<file path="src/rtl/pim_tile_scheduler_if.sv">
// Bundles the job-request, PIM launch/result and aggregator signals of the tile scheduler.
// Handshake: start is a one-cycle request taken only while busy is low (no ready, no queuing);
// pim_start, agg_valid, done and error are one-cycle pulses; pim_valid may be a pulse or a level.
interface pim_tile_scheduler_if #(
    parameter int MAX_PIM_UNITS = 4
);
    logic                     start;
    logic [15:0]              matrix_size;
    logic [3:0]               pim_units_used;
    logic [MAX_PIM_UNITS-1:0] pim_start;
    logic [15:0]              tile_row_off;
    logic [15:0]              tile_col_off;
    logic [MAX_PIM_UNITS-1:0] pim_valid;
    logic [MAX_PIM_UNITS-1:0] agg_valid;
    logic                     busy;
    logic                     done;
    logic                     error;
    logic [2:0]               dbg_state;

    modport slave (
        input  start, matrix_size, pim_units_used, pim_valid,
        output pim_start, tile_row_off, tile_col_off, agg_valid, busy, done, error, dbg_state
    );

    modport master (
        output start, matrix_size, pim_units_used, pim_valid,
        input  pim_start, tile_row_off, tile_col_off, agg_valid, busy, done, error, dbg_state
    );
endinterface

</file>
<file path="src/rtl/pim_tile_scheduler.sv">
// Splits a square operand into PIM_MATRIX_SIZE tiles, launches one tile per unit, then waits
// (with timeout) for every launched unit to report before handing the unit mask to the aggregator.
module pim_tile_scheduler #(
    parameter int MAX_PIM_UNITS   = 4,
    parameter int PIM_MATRIX_SIZE = 8,
    parameter int TIMEOUT_CYCLES  = 1024
) (
    input  logic                  clk,
    input  logic                  rst,
    pim_tile_scheduler_if.slave   bus
);
    localparam logic [2:0] S_IDLE     = 3'd0;
    localparam logic [2:0] S_CHECK    = 3'd1;
    localparam logic [2:0] S_DISPATCH = 3'd2;
    localparam logic [2:0] S_WAIT     = 3'd3;
    localparam logic [2:0] S_COLLECT  = 3'd4;
    localparam logic [2:0] S_ERR      = 3'd5;

    localparam int                       CW      = $clog2(TIMEOUT_CYCLES + 1);
    localparam logic [MAX_PIM_UNITS-1:0] UNIT0   = MAX_PIM_UNITS'(1);
    localparam logic [15:0]              TILE    = 16'(PIM_MATRIX_SIZE);
    localparam logic [CW-1:0]            CNT_END = CW'(TIMEOUT_CYCLES - 1);

    logic [2:0]               state_q, state_d;
    logic [15:0]              size_q, size_d;
    logic [3:0]               units_q, units_d;
    logic [15:0]              tps_q, tps_d;
    logic [15:0]              ntiles_q, ntiles_d;
    logic [15:0]              k_q, k_d;
    logic [15:0]              col_idx_q, col_idx_d;
    logic [15:0]              row_q, row_d;
    logic [15:0]              col_q, col_d;
    logic [MAX_PIM_UNITS-1:0] launched_q, launched_d;
    logic [MAX_PIM_UNITS-1:0] collected_q, collected_d;
    logic [CW-1:0]            wcnt_q, wcnt_d;

    logic [16:0]              sum_c;
    logic [15:0]              tps_c;
    logic [31:0]              ntiles_c;
    logic                     cfg_bad_c;
    logic [MAX_PIM_UNITS-1:0] launch_c;
    logic [MAX_PIM_UNITS-1:0] mask_now_c;

    // Tile count is checked at 32 bits so oversized operands cannot wrap into a passing count.
    always_comb begin
        sum_c     = {1'b0, size_q} + 17'(PIM_MATRIX_SIZE - 1);
        tps_c     = 16'(sum_c / 17'(PIM_MATRIX_SIZE));
        ntiles_c  = 32'(tps_c) * 32'(tps_c);
        cfg_bad_c = (size_q == 16'd0) || (units_q == 4'd0) ||
                    (32'(units_q) > 32'(MAX_PIM_UNITS)) || (ntiles_c > 32'(units_q));
        launch_c   = (state_q == S_DISPATCH) ? (UNIT0 << k_q) : '0;
        mask_now_c = collected_q | (bus.pim_valid & (launched_q | launch_c));
    end

    always_comb begin
        state_d     = state_q;
        size_d      = size_q;
        units_d     = units_q;
        tps_d       = tps_q;
        ntiles_d    = ntiles_q;
        k_d         = k_q;
        col_idx_d   = col_idx_q;
        row_d       = row_q;
        col_d       = col_q;
        launched_d  = launched_q;
        collected_d = collected_q;
        wcnt_d      = wcnt_q;
        case (state_q)
            S_IDLE: begin
                if (bus.start) begin
                    size_d      = bus.matrix_size;
                    units_d     = bus.pim_units_used;
                    collected_d = '0;
                    launched_d  = '0;
                    k_d         = '0;
                    col_idx_d   = '0;
                    row_d       = '0;
                    col_d       = '0;
                    wcnt_d      = '0;
                    state_d     = S_CHECK;
                end
            end
            S_CHECK: begin
                tps_d    = tps_c;
                ntiles_d = 16'(ntiles_c);
                state_d  = cfg_bad_c ? S_ERR : S_DISPATCH;
            end
            S_DISPATCH: begin
                launched_d  = launched_q | launch_c;
                collected_d = mask_now_c;
                if (k_q == ntiles_q - 16'd1) begin
                    wcnt_d  = '0;
                    state_d = S_WAIT;
                end else begin
                    k_d = k_q + 16'd1;
                    // Walk tiles in row-major order without dividing by tiles_per_side.
                    if (col_idx_q == tps_q - 16'd1) begin
                        col_idx_d = '0;
                        col_d     = '0;
                        row_d     = row_q + TILE;
                    end else begin
                        col_idx_d = col_idx_q + 16'd1;
                        col_d     = col_q + TILE;
                    end
                end
            end
            S_WAIT: begin
                collected_d = mask_now_c;
                if (mask_now_c == launched_q) begin
                    state_d = S_COLLECT;
                end else if (wcnt_q == CNT_END) begin
                    state_d = S_ERR;
                end else begin
                    wcnt_d = wcnt_q + CW'(1);
                end
            end
            S_COLLECT: state_d = S_IDLE;
            S_ERR:     state_d = S_IDLE;
            default:   state_d = S_IDLE;
        endcase
    end

    always_ff @(posedge clk) begin
        if (!rst) begin
            state_q     <= S_IDLE;
            size_q      <= '0;
            units_q     <= '0;
            tps_q       <= '0;
            ntiles_q    <= '0;
            k_q         <= '0;
            col_idx_q   <= '0;
            row_q       <= '0;
            col_q       <= '0;
            launched_q  <= '0;
            collected_q <= '0;
            wcnt_q      <= '0;
        end else begin
            state_q     <= state_d;
            size_q      <= size_d;
            units_q     <= units_d;
            tps_q       <= tps_d;
            ntiles_q    <= ntiles_d;
            k_q         <= k_d;
            col_idx_q   <= col_idx_d;
            row_q       <= row_d;
            col_q       <= col_d;
            launched_q  <= launched_d;
            collected_q <= collected_d;
            wcnt_q      <= wcnt_d;
        end
    end

    always_comb begin
        bus.pim_start    = launch_c;
        bus.tile_row_off = (state_q == S_DISPATCH) ? row_q : 16'd0;
        bus.tile_col_off = (state_q == S_DISPATCH) ? col_q : 16'd0;
        bus.agg_valid    = (state_q == S_COLLECT) ? launched_q : '0;
        bus.busy         = (state_q != S_IDLE);
        bus.done         = (state_q == S_COLLECT);
        bus.error        = (state_q == S_ERR);
        bus.dbg_state    = state_q;
    end
endmodule
</file>
<file path="src/flat_wrapper.sv">
// flat-port wrapper written by rule: the top's interface ports become plain ports
module pim_tile_scheduler_flat 
#(
    parameter int MAX_PIM_UNITS   = 4,
    parameter int PIM_MATRIX_SIZE = 8,
    parameter int TIMEOUT_CYCLES  = 1024
)
  (clk, rst, bus_start, bus_matrix_size, bus_pim_units_used, bus_pim_valid, bus_pim_start, bus_tile_row_off, bus_tile_col_off, bus_agg_valid, bus_busy, bus_done, bus_error, bus_dbg_state);
  pim_tile_scheduler_if #(.MAX_PIM_UNITS(MAX_PIM_UNITS)) bus_i ();
  input  logic clk;
  input  logic rst;
  input wire logic [$bits(bus_i.start)-1:0] bus_start;
  input wire logic [$bits(bus_i.matrix_size)-1:0] bus_matrix_size;
  input wire logic [$bits(bus_i.pim_units_used)-1:0] bus_pim_units_used;
  input wire logic [$bits(bus_i.pim_valid)-1:0] bus_pim_valid;
  output wire logic [$bits(bus_i.pim_start)-1:0] bus_pim_start;
  output wire logic [$bits(bus_i.tile_row_off)-1:0] bus_tile_row_off;
  output wire logic [$bits(bus_i.tile_col_off)-1:0] bus_tile_col_off;
  output wire logic [$bits(bus_i.agg_valid)-1:0] bus_agg_valid;
  output wire logic [$bits(bus_i.busy)-1:0] bus_busy;
  output wire logic [$bits(bus_i.done)-1:0] bus_done;
  output wire logic [$bits(bus_i.error)-1:0] bus_error;
  output wire logic [$bits(bus_i.dbg_state)-1:0] bus_dbg_state;
  assign bus_i.start = bus_start;
  assign bus_i.matrix_size = bus_matrix_size;
  assign bus_i.pim_units_used = bus_pim_units_used;
  assign bus_i.pim_valid = bus_pim_valid;
  assign bus_pim_start = bus_i.pim_start;
  assign bus_tile_row_off = bus_i.tile_row_off;
  assign bus_tile_col_off = bus_i.tile_col_off;
  assign bus_agg_valid = bus_i.agg_valid;
  assign bus_busy = bus_i.busy;
  assign bus_done = bus_i.done;
  assign bus_error = bus_i.error;
  assign bus_dbg_state = bus_i.dbg_state;
  pim_tile_scheduler #(.MAX_PIM_UNITS(MAX_PIM_UNITS), .PIM_MATRIX_SIZE(PIM_MATRIX_SIZE), .TIMEOUT_CYCLES(TIMEOUT_CYCLES)) u_core (.clk(clk), .rst(rst), .bus(bus_i));
endmodule
</file>
<file path="config.mk">
export PLATFORM = sky130hd
export DESIGN_NAME = pim_tile_scheduler_flat
export DESIGN_NICKNAME = d
export VERILOG_FILES = /design/src/rtl/pim_tile_scheduler_if.sv /design/src/rtl/pim_tile_scheduler.sv /design/src/flat_wrapper.sv
export SDC_FILE = /design/constraint.sdc
export NUM_CORES = 1
export LEC_CHECK = 0
export ABC_AREA = 1
export CAP_MARGIN = 0
export CORE_AREA = 2 2 239 241
export CTS_CLUSTER_SIZE = 40
export DETAILED_ROUTE_END_ITERATION = 8
export DIE_AREA = 0 0 241 243
export GPL_TIMING_DRIVEN = 0
export PLACE_DENSITY = 0.42
export SETUP_SLACK_MARGIN = 0.15
export SKIP_CTS_REPAIR_TIMING = 1
export SYNTH_ARGS = -nofsm -noshare
export SYNTH_HDL_FRONTEND = slang
export SYNTH_SLANG_ARGS = --single-unit
</file>
<file path="constraint.sdc">
create_clock -name clk -period 19 [get_ports clk]
set_clock_uncertainty 0.2 [all_clocks]
set_input_delay 1.9 -clock clk [delete_from_list [all_inputs] [get_ports clk]]
set_output_delay 1.9 -clock clk [all_outputs]
set_load 0.005 [all_outputs]
</file>
; Word-level counts from Yosys, hierarchy flattened
; Index checks and enable logic that the tools add are counted.
[word_totals]
ff_bits = 136
input_bits = 27
out_inout_bits = 46
wordCells = 91
[classes]
bitwise = 3
n_shift = 1
n_addsub = 8
mux = 30
eq_ne = 16
n_reduce_logical = 18
magnitude_cmp = 2
multipliers = 1
[ops]
columns = operator, n
row1 = 16-bit 2-to-1 mux, 10
row2 = 16-bit one-hot mux with 2 select lines, 4
row3 = 11-bit 2-to-1 mux, 4
row4 = 11-bit one-hot mux with 3 select lines, 1
row5 = "16-bit by 1-bit adder with 16-bit output, second input constant", 2
row6 = "16-bit by 4-bit adder with 16-bit output, second input constant", 2
row7 = 16-bit == test, 2
row8 = 32-bit by 4-bit greater-than comparator with 1-bit output, 1
row9 = 14-bit by 14-bit multiplier with 28-bit output, 1
row10 = "16-bit by 3-bit adder with 17-bit output, second input constant", 1
row11 = 16-bit zero test, 1
row12 = 4-bit one-hot mux with 2 select lines, 2
row13 = "1-bit by 16-bit left shift with 4-bit output, first input constant", 1
row14 = "16-bit by 1-bit subtractor with 16-bit output, second input constant", 1
row15 = 3-bit 2-to-1 mux, 5
row16 = "14-bit by 1-bit subtractor with 15-bit output, second input constant", 1
row17 = 4-bit 2-to-1 mux, 3
row18 = "2-bit != test, second input constant", 6
row19 = 3-bit one-hot mux with 4 select lines, 1
row20 = "11-bit by 1-bit adder with 11-bit output, second input constant", 1
row21 = "11-bit by 10-bit == test with 1-bit output, second input constant", 1
row22 = 4-bit bitwise OR, 2
row23 = "3-bit by 2-bit == test with 1-bit output, second input constant", 2
row24 = "3-bit == test, second input constant", 2
row25 = 15 further kinds, 22

; Longest topological paths before layout
[depth]
depth_word = 8
mapped_depth = 47
depth_no_buf = 47

; Worst setup path before layout
; No wires, ideal clock.
[synth_timing]
kind = reg2reg
startpoint = register u_core.size_q[2]
endpoint = register u_core.state_q[0], in the netlist u_core.bus.dbg_state[0]
required_time_ns = 18.668
path_slack_ns = 12.051
synth_period_minus_slack_ns = 6.949
path_stages_with_launch = 41
arrival_ns = 6.616
path_cell_list = dfxtp_1 > inv_1 > nand2_1 > nand2_2 > nor2_2 > inv_1 > nor2_1 > nand2_1 > nor2_1 > inv_1 > nor2_1 > inv_1 > nor3_2 > nor2_1 > a21oi_2 > nand2_1 > fa_1 > fa_1 > (+5 left out) > fa_1 > inv_1 > ha_1 > nand2_1 > inv_1 > a21oi_1 > nor2_1 > nor2_1 > nand2_1 > a21oi_1 > or2_2 > nand2_1 > nor2_1 > nand4_1 > nand2_1 > nand2_1 > nand2_1 > a21oi_1
[synth_between]
elab_chain_len = 6
word_cells_on_any_way = 9
[synth_lines]
columns = item, line
row1 = from (decl), pim_tile_scheduler.sv:25  ; logic [15:0] size_q, size_d;
row2 = from (signal assigned), pim_tile_scheduler.sv:139  ; size_q <= size_d;
row3 = 16-bit by 3-bit adder with 17-bit output / 16-bit zero test (equally long branches), "pim_tile_scheduler.sv:46, pim_tile_scheduler.sv:49"
row4 = 14-bit by 14-bit multiplier with 28-bit output / 1-bit logical OR (equally long branches), "pim_tile_scheduler.sv:48, pim_tile_scheduler.sv:49"
row5 = 32-bit by 4-bit greater-than comparator with 1-bit output / 1-bit logical OR (equally long branches), "pim_tile_scheduler.sv:50, pim_tile_scheduler.sv:49"
row6 = 1-bit logical OR *, pim_tile_scheduler.sv:50  ; (32'(units_q) > 32'(MAX_PIM_UNITS)) || (ntiles_c > 32'(units_q));
row7 = 3-bit 2-to-1 mux *, pim_tile_scheduler.sv:86  ; state_d = cfg_bad_c ? S_ERR : S_DISPATCH;
row8 = 3-bit one-hot mux with 4 select lines *, pim_tile_scheduler.sv:68  ; case (state_q)
row9 = to (signal assigned), pim_tile_scheduler.sv:138  ; state_q <= state_d;
row10 = to (decl), pim_tile_scheduler.sv:24  ; logic [2:0] state_q, state_d;
; Mark *: on every way between the ends. The rest lies on a longest branch, timed or not.
; A chain may end at the register's enable or synchronous reset.

; Worst setup path after layout
[layout_timing]
startpoint = register u_core.size_q[0]
endpoint = register u_core.state_q[1], in the netlist u_core.bus.dbg_state[1]
[layout_between]
elab_chain_len = 6
word_cells_on_any_way = 9
[layout_lines]
columns = item, line
row1 = 16-bit by 3-bit adder with 17-bit output, pim_tile_scheduler.sv:46  ; sum_c = {1'b0, size_q} + 17'(PIM_MATRIX_SIZE - 1);
row2 = net u_core.sum_c[11], pim_tile_scheduler.sv:37  ; logic [16:0] sum_c;
row3 = 14-bit by 14-bit multiplier with 28-bit output, pim_tile_scheduler.sv:48  ; ntiles_c = 32'(tps_c) * 32'(tps_c);
row4 = 32-bit by 4-bit greater-than comparator with 1-bit output, pim_tile_scheduler.sv:50
row5 = 1-bit logical OR, pim_tile_scheduler.sv:50
row6 = 3-bit 2-to-1 mux, pim_tile_scheduler.sv:86
row7 = 3-bit one-hot mux with 4 select lines, pim_tile_scheduler.sv:68
; The timed path passes the listed nets, and every way through them passes these cells.

==> metrics.md <==
| Metric | Value |
|---|---|
| Outcome | finished clean |
| Switching pwr | 812 uW |
| Synth Area in Compound Gates | 8.81% |
| Slew Limit Fails | 0 |
| Cell Count, Final, Fillers Out | 2907 |
| Inst Count DP | 2875 |
| Largest family of logic cells by synthesized area | simple AND/OR/NAND/NOR gates |
| Top Ports | 73 |
| Type of the most critical hold path | reg -> reg |
| Final period util | 45.2% |
| Area leader, netlist | dfxtp_1 |
| Share of the synthesized area in the top cell type | 18.5% |
| Critical path endpoint category | register |
| DP HPWL | 35200 um |
| Via-per-instance ratio | 4.39 |
| Max cap viols | 0 |
| Min Tclk post-route | 8.58 ns |
| Cell Area, Placed | 0.0155 mm2 |
| Global Route Usage Sum | 15.0% |
| Total wire length | 42500 um |
| Flop and latch count out of synthesis | 128 |
| WL/cell | 14.6 um |
| Mapped Area | 0.0138 mm2 |
| Fmax achieved | 117 MHz |
| Core area | 0.0560 mm2 |
| Post-route ant nets | 0 |
| Comb power frac | 61.2% |
| Post-route setup slack | 10.42 ns |
| Layout cell share with drive strength beyond 1 | 3.77% |
| Largest net degree at the start of global routing | 17 |
| Die area | 0.0586 mm2 |
| P_leak | 0.00738 uW |
| CTS Root Buffer Type | clkbuf_16 |
| Sw Share | 50.0% |
| Top-count cell post-synth | nand2_1 |
| Clk sinks | 128 |
| EDFF count, synth | 0 |
| # fillers | 6292 |
| Clk slew on worst S/H paths | 0.06 ns |
| CP arrival | 8.75 ns |
| Die width | 241 um |
| Starting density of the core | 24.7% |
| Clock latency on the worst-skew pair | 0.44 ns |
| Maximum vdd ir drop | 0.0576 mV |
| Async S/R FF share, synth | 0% |
| Xor and xnor area share after synthesis | 5.70% |
| Mean Syn Cell Area | 6.81 um2 |
| Post-synth top flop | dfxtp_1 |
| Max stage delay on crit path | 1.11 ns |
| Startpoint Class | register |
| Cell Pwr Density | 101 mW/mm2 |
| Most used cell, CP | nand2_1 |
| Post-Synth Adder-Cell Area | 25.8% |
| Sequential share of power | 18.9% |
| Setup violations, final | 0 |
| Top cells by instance count after synthesis | 419 x nand2_1, 408 x inv_1, 247 x nor2_1 |
| Worst path required time | 19.17 ns |
| Global placer's final weighted congestion | 0.847 |
| Hold Violations, Final | 0 |
| First-pass iteration count of the detailed router | 5 |
| Area delta synth->final | 16.3% |
| Design area | 0.0161 mm2 |
| Synth Instances | 2030 |
| Post-route DRC | 0 |
| Initial DRC Count | 701 |
| Die H | 243 um |
| RSZ-0062 raised after global routing | no |
| Clock power frac | 19.9% |
| Multi-input gate area | 0.00954 mm2 |
| Pre-CTS WS | 10.41 ns |
| Vias in the first global route | 12900 |
| Seq/Total Area, Yosys | 18.5% |
| Residual overflow from global routing | 0 |
| H-tree depth | 4 |
| Slowest cell on crit path | xor2_1 |
| Worst slew pin tran | 1.42 ns |
| Initial antenna violation count | 0 |
| Crit Path Category | reg -> reg |
| Post-synthesis simple-gate area fraction | 28.1% |
| Port buffer count | 65 |
| Clock buffer depth | 2 |
| Pint | 812 uW |
| Sequential cell area | 0.00256 mm2 |
| Max-slew headroom | 5.07% |
| Top cells by area, synth | dfxtp_1 19%, fa_1 17%, nand2_1 11% |
| Detailed-route via count | 12800 |
| First-pass GRT wire length | 69100 um |
| Setup TNS | 0 ns |
| Netlist cell types | 48 |
| Crit path max fanout | 9 |
| CTS buffer count | 17 |
| Ys Warns | 0 |
| Fin nets | 2379 |
| N_diodes | 0 |
| TritonCTS clock tree | done |
| Core Rows | 87 |
| WHS | 0.246 ns |
| Post-synthesis mux area share | 0% |
==> power groups by stage <==
stage | registers [uW] | clock network (uW) | logic [uW]
after floorplan | 306 | 0 | 743
after global placement | 313 | 0 | 1010
after detailed placement | 313 | 0 | 1000
after CTS | 307 | 333 | 1010
after global routing | 310 | 341 | 1170
final | 307 | 323 | 995
==> sequential cells by signal, indices dropped and copies added (netlist names) <==
register and flops:
u_core.size_q 16, u_core.launched_q 4, u_core.col_q 13, u_core.bus.dbg_state 3, u_core.collected_q 4, u_core.ntiles_q 15, u_core.units_q 4, u_core.k_q 16
u_core.col_idx_q 16, u_core.tps_q 13, u_core.wcnt_q 11, u_core.row_q 13
==> path summary, 6_finish.rpt <==
kind,cells after the start,endpoint,slack [ns],start
setup / recovery,33,u_core.bus.dbg_state[1],10.42,u_core.size_q[0]
hold / removal,2,u_core.size_q[1],0.25,u_core.size_q[1]
setup reg to reg,33,u_core.bus.dbg_state[1],10.42,u_core.size_q[0]
hold reg to reg,2,u_core.size_q[1],0.25,u_core.size_q[1]
==> logic make-up after synthesis <==
| kind of cell | count (synthesis) |
|---|---|
| xor gates and xnor gates | 90 |
| adders and majority gates | 214 |
| DFF | 128 |
| other | 2 |
| AOI/OAI and AO/OA | 230 |
| buffers and inverters | 463 |
| and+or+nand+nor | 903 |
==> routing by layer <==
layer / global-route usage (%) / wire length, um / share of wire (%) / up-vias
met1: 20.6 / 20700 / 49 / 6023
li1: - / - / - / 6492
met5: 0 / 0 / 0 / -
met3: 1.68 / 1380 / 3.2 / 25
met2: 25.2 / 20000 / 47 / 227
met4: 2.83 / 473 / 1.1 / 0
==> area by class of cell <==
| cell class | instances | area share, % |
|---|---|---|
| Clock buffer | 18 | 2.67 |
| Buffer | 49 | 1.54 |
| Tap cell | 756 | 5.89 |
| Multi-Input combinational cell | 1463 | 59.4 |
| Clock inverter | 14 | 0.810 |
| Inverter | 414 | 9.67 |
| Timing Repair Buffer | 65 | 4.05 |
| Sequential cell | 128 | 16.0 |
==> layout by cell type, fill, tap and decap left out, types with 6 or more instances in the layout <==
cell type        count
fa_1               118
nand2_1            419
nor3_1              43
clkbuf_16           17
conb_1              26
inv_6                6
nor4_1              17
inv_1              408
nand4_1             38
o211ai_1             8
buf_2                9
a21oi_1            127
o21ai_1              7
o21bai_1             7
dfxtp_1            128
nor2_1             247
clkdlybuf4s50_1     65
xor2_1              78
ha_1                96
clkbuf_1            27
nand3_1            103
xnor2_1             12
o21ai_0             70
nor2_2               7
buf_4                8
==> critical path, delay by kind of cell (launching register included) <==
kind	cells	cell delay [ns]
buf+inv	4	0.57
compound gates	3	0.52
xor+xnor	1	1.11
simple gates	18	2.44
fa+ha+maj	7	3.33
flops	1	0.34
==> metrics by stage <==
step	total power, uW	util, %
global placement	1320	27.7
global route	1820	28.7
floorplan	1050	-
finish	1620	28.7
CTS	1650	28.7
detailed placement	1320	27.7
No activity file was read; power rests on OpenSTA's default activity.
==> patch, RTL diff (same flow settings) <==
`k_q` no longer has a reset.
--- a/src/rtl/pim_tile_scheduler.sv
+++ b/src/rtl/pim_tile_scheduler.sv
@@ -129,3 +129,2 @@
             ntiles_q    <= '0;
-            k_q         <= '0;
             col_idx_q   <= '0;
@@ -142,3 +141,2 @@
             ntiles_q    <= ntiles_d;
-            k_q         <= k_d;
             col_idx_q   <= col_idx_d;
@@ -150,2 +148,6 @@
         end
+    end
+
+    always_ff @(posedge clk) begin
+        k_q <= k_d;
     end
Check against the original RTL: no difference found for any inputs over 10 cycles, from zero or initial values and one cycle with rst low; that may be too few to reach the edited logic, so the function may still have changed.
==> patch against the original RTL <==
Global-route usage decreased by 1.5 points. First-iteration DRC count decreased by 27%. Design area is 1.8% lower. Sequential power rose by 3%. Worst setup slack improved by 400 ps. Critical endpoint is now u_core.bus.dbg_state[0]$_SDFFE_PN0P_. Total power is 4.4% lower. Die area is the same. Worst hold slack improved by 1.2 ps. Non-clock buffer count shrank 3. Routed wire length shrank 9.0%. Cell count down 4.8%. Area after synthesis shrank 2.0%. Sequential cell count did not move.
==> patch: results (changes against the original RTL) <==
XOR/XNOR share of the synthesized area=5.174% (-0.53 points); Internal Power=0.8097 mW (-0.34%); multi-input gates=1363 (-6.8%); Signal inverters=379 (-8.5%); RR Endpoint=u_core.bus.dbg_state[0]$_SDFFE_PN0P_; Via density=4.294 (-2.2%); bufs w/o clock=111 (-2.6%); max incr delay on CP=540 ps (-570 ps); worst slack at placement=10720 ps (+308.1 ps); HPWL after DPL=32570 µm (-7.5%); leakage=7.115 nW (-3.6%); DP Cell Count=2737 (-4.8%); FF-to-FF Start=u_core.size_q[4]$_SDFFE_PN0P_; Clock buf/inv share=3.481% (about the same); Adder-Cell Fraction of Synth Area=26.31% (+0.53 points); #FFs+latches synth=128 (unchanged); Post-synth EDFFs=16 (+16); clock buffer count=27 (+9); sequential cell area fraction in the yosys report=20.11% (+1.6 points); Top delay family on crit path=adder cells; number of antenna violations at the first check in global routing=1 (+1); Cell Pwr Density=98.42 nW/µm² (-2.7%); Post-Route WL=38650 µm (-9.0%); worst hold slack=247.2 ps (+1.222 ps); most frequent cells after synthesis=inv_1, nand2_1, nor2_1; gpl congestion=0.8203 (-3.2%); switching part of the total=47.86% (-2.1 points); Compound-Gate Fraction of Synth Area=9.083% (+0.27 points); GRT Resource Usage Total=13.48% (-1.5 points); Max IR drop VDD=0.00005550 V (-3.6%); Multi-input gate area=9235 µm² (-3.2%); Hold Path Origin=u_core.size_q[1]$_SDFFE_PN0P_; fillcell total=6303 (+0.17%); actual slew at the worst max-slew pin=942.2 ps (-477.0 ps); crit path DAT=8280 ps (-470 ps); Non-clock buffer share=5.718% (+0.13 points); placed cell area=15230 µm² (-1.8%); outcome=finished clean; crit-path max FO=7 (-2); r2r worst-path depth=41 (+24%); logic gate share of total power=59.6% (-1.6 points); first-pass GRT wire length=62510 µm (-9.5%); via count=11890 (-6.9%); Main synth FF type=dfxtp_1; CP max stage cell=fa_1; mux cell area share after synthesis=0% (unchanged); Synth cell types=44 (-8.3%); clock group share of total power=20.1% (+0.2 points); top post-synthesis cells by area=fa_1, dfxtp_1, inv_1; syn_area_per_cell=7.157 µm² (+5.1%); Mapped Cells=1892 (-6.8%); Layout Nets=2241 (-5.8%); largest net degree at the start of global routing=26 (+9); port buffer count=65 (unchanged); Seq area share=17.26% (+1.3 points); initial drt markers=511 (-27%); share of layout cells above drive strength 1=5.368% (+1.6 points)
[patch: cell types whose count changed after synthesis, sizes merged, moves of 5 or more]
cell	unedited run	this run
dfxtp	128	112
edfxtp	0	16
inv	411	374
nand2	424	363
nand3	107	99
nand4	39	28
nor2	256	237
nor3	46	57
nor4	17	12
o21ai	77	65
xor2	78	68
[patch: worst max path at each step]
stage / from / end / slack, ps / cells after the start
3_3_place_gp: u_core.size_q[4]$_SDFFE_PN0P_ / u_core.bus.dbg_state[0]$_SDFFE_PN0P_ / 10710 / 41
2_1_floorplan: u_core.size_q[2]$_SDFFE_PN0P_ / u_core.bus.dbg_state[0]$_SDFFE_PN0P_ / 12040 / 43
3_5_place_dp: u_core.size_q[0]$_SDFFE_PN0P_ / u_core.bus.dbg_state[0]$_SDFFE_PN0P_ / 10720 / 43
6_report: u_core.size_q[4]$_SDFFE_PN0P_ / u_core.bus.dbg_state[0]$_SDFFE_PN0P_ / 10820 / 41
5_1_grt: u_core.size_q[4]$_SDFFE_PN0P_ / u_core.bus.dbg_state[0]$_SDFFE_PN0P_ / 10140 / 41
4_1_cts: u_core.size_q[0]$_SDFFE_PN0P_ / u_core.bus.dbg_state[0]$_SDFFE_PN0P_ / 10690 / 43
[patch: layer usage]
metal	track usage [%]	up-vias	wire length, µm
li1	-	6118	-
met1	18.87	5620	19210
met2	21.96	124	18020
met3	1.876	24	996
met4	2.760	0	423
met5	0	-	0
[patch: logic make-up (layout without fill, tap and decap cells)]
logic type | Yosys count | in the layout
buf+inv | 425 | 521
flops | 128 | 128
simple gates | 815 | 815
other cells | 2 | 26
fa+ha+maj | 214 | 214
xor+xnor | 80 | 80
compound gates | 228 | 228
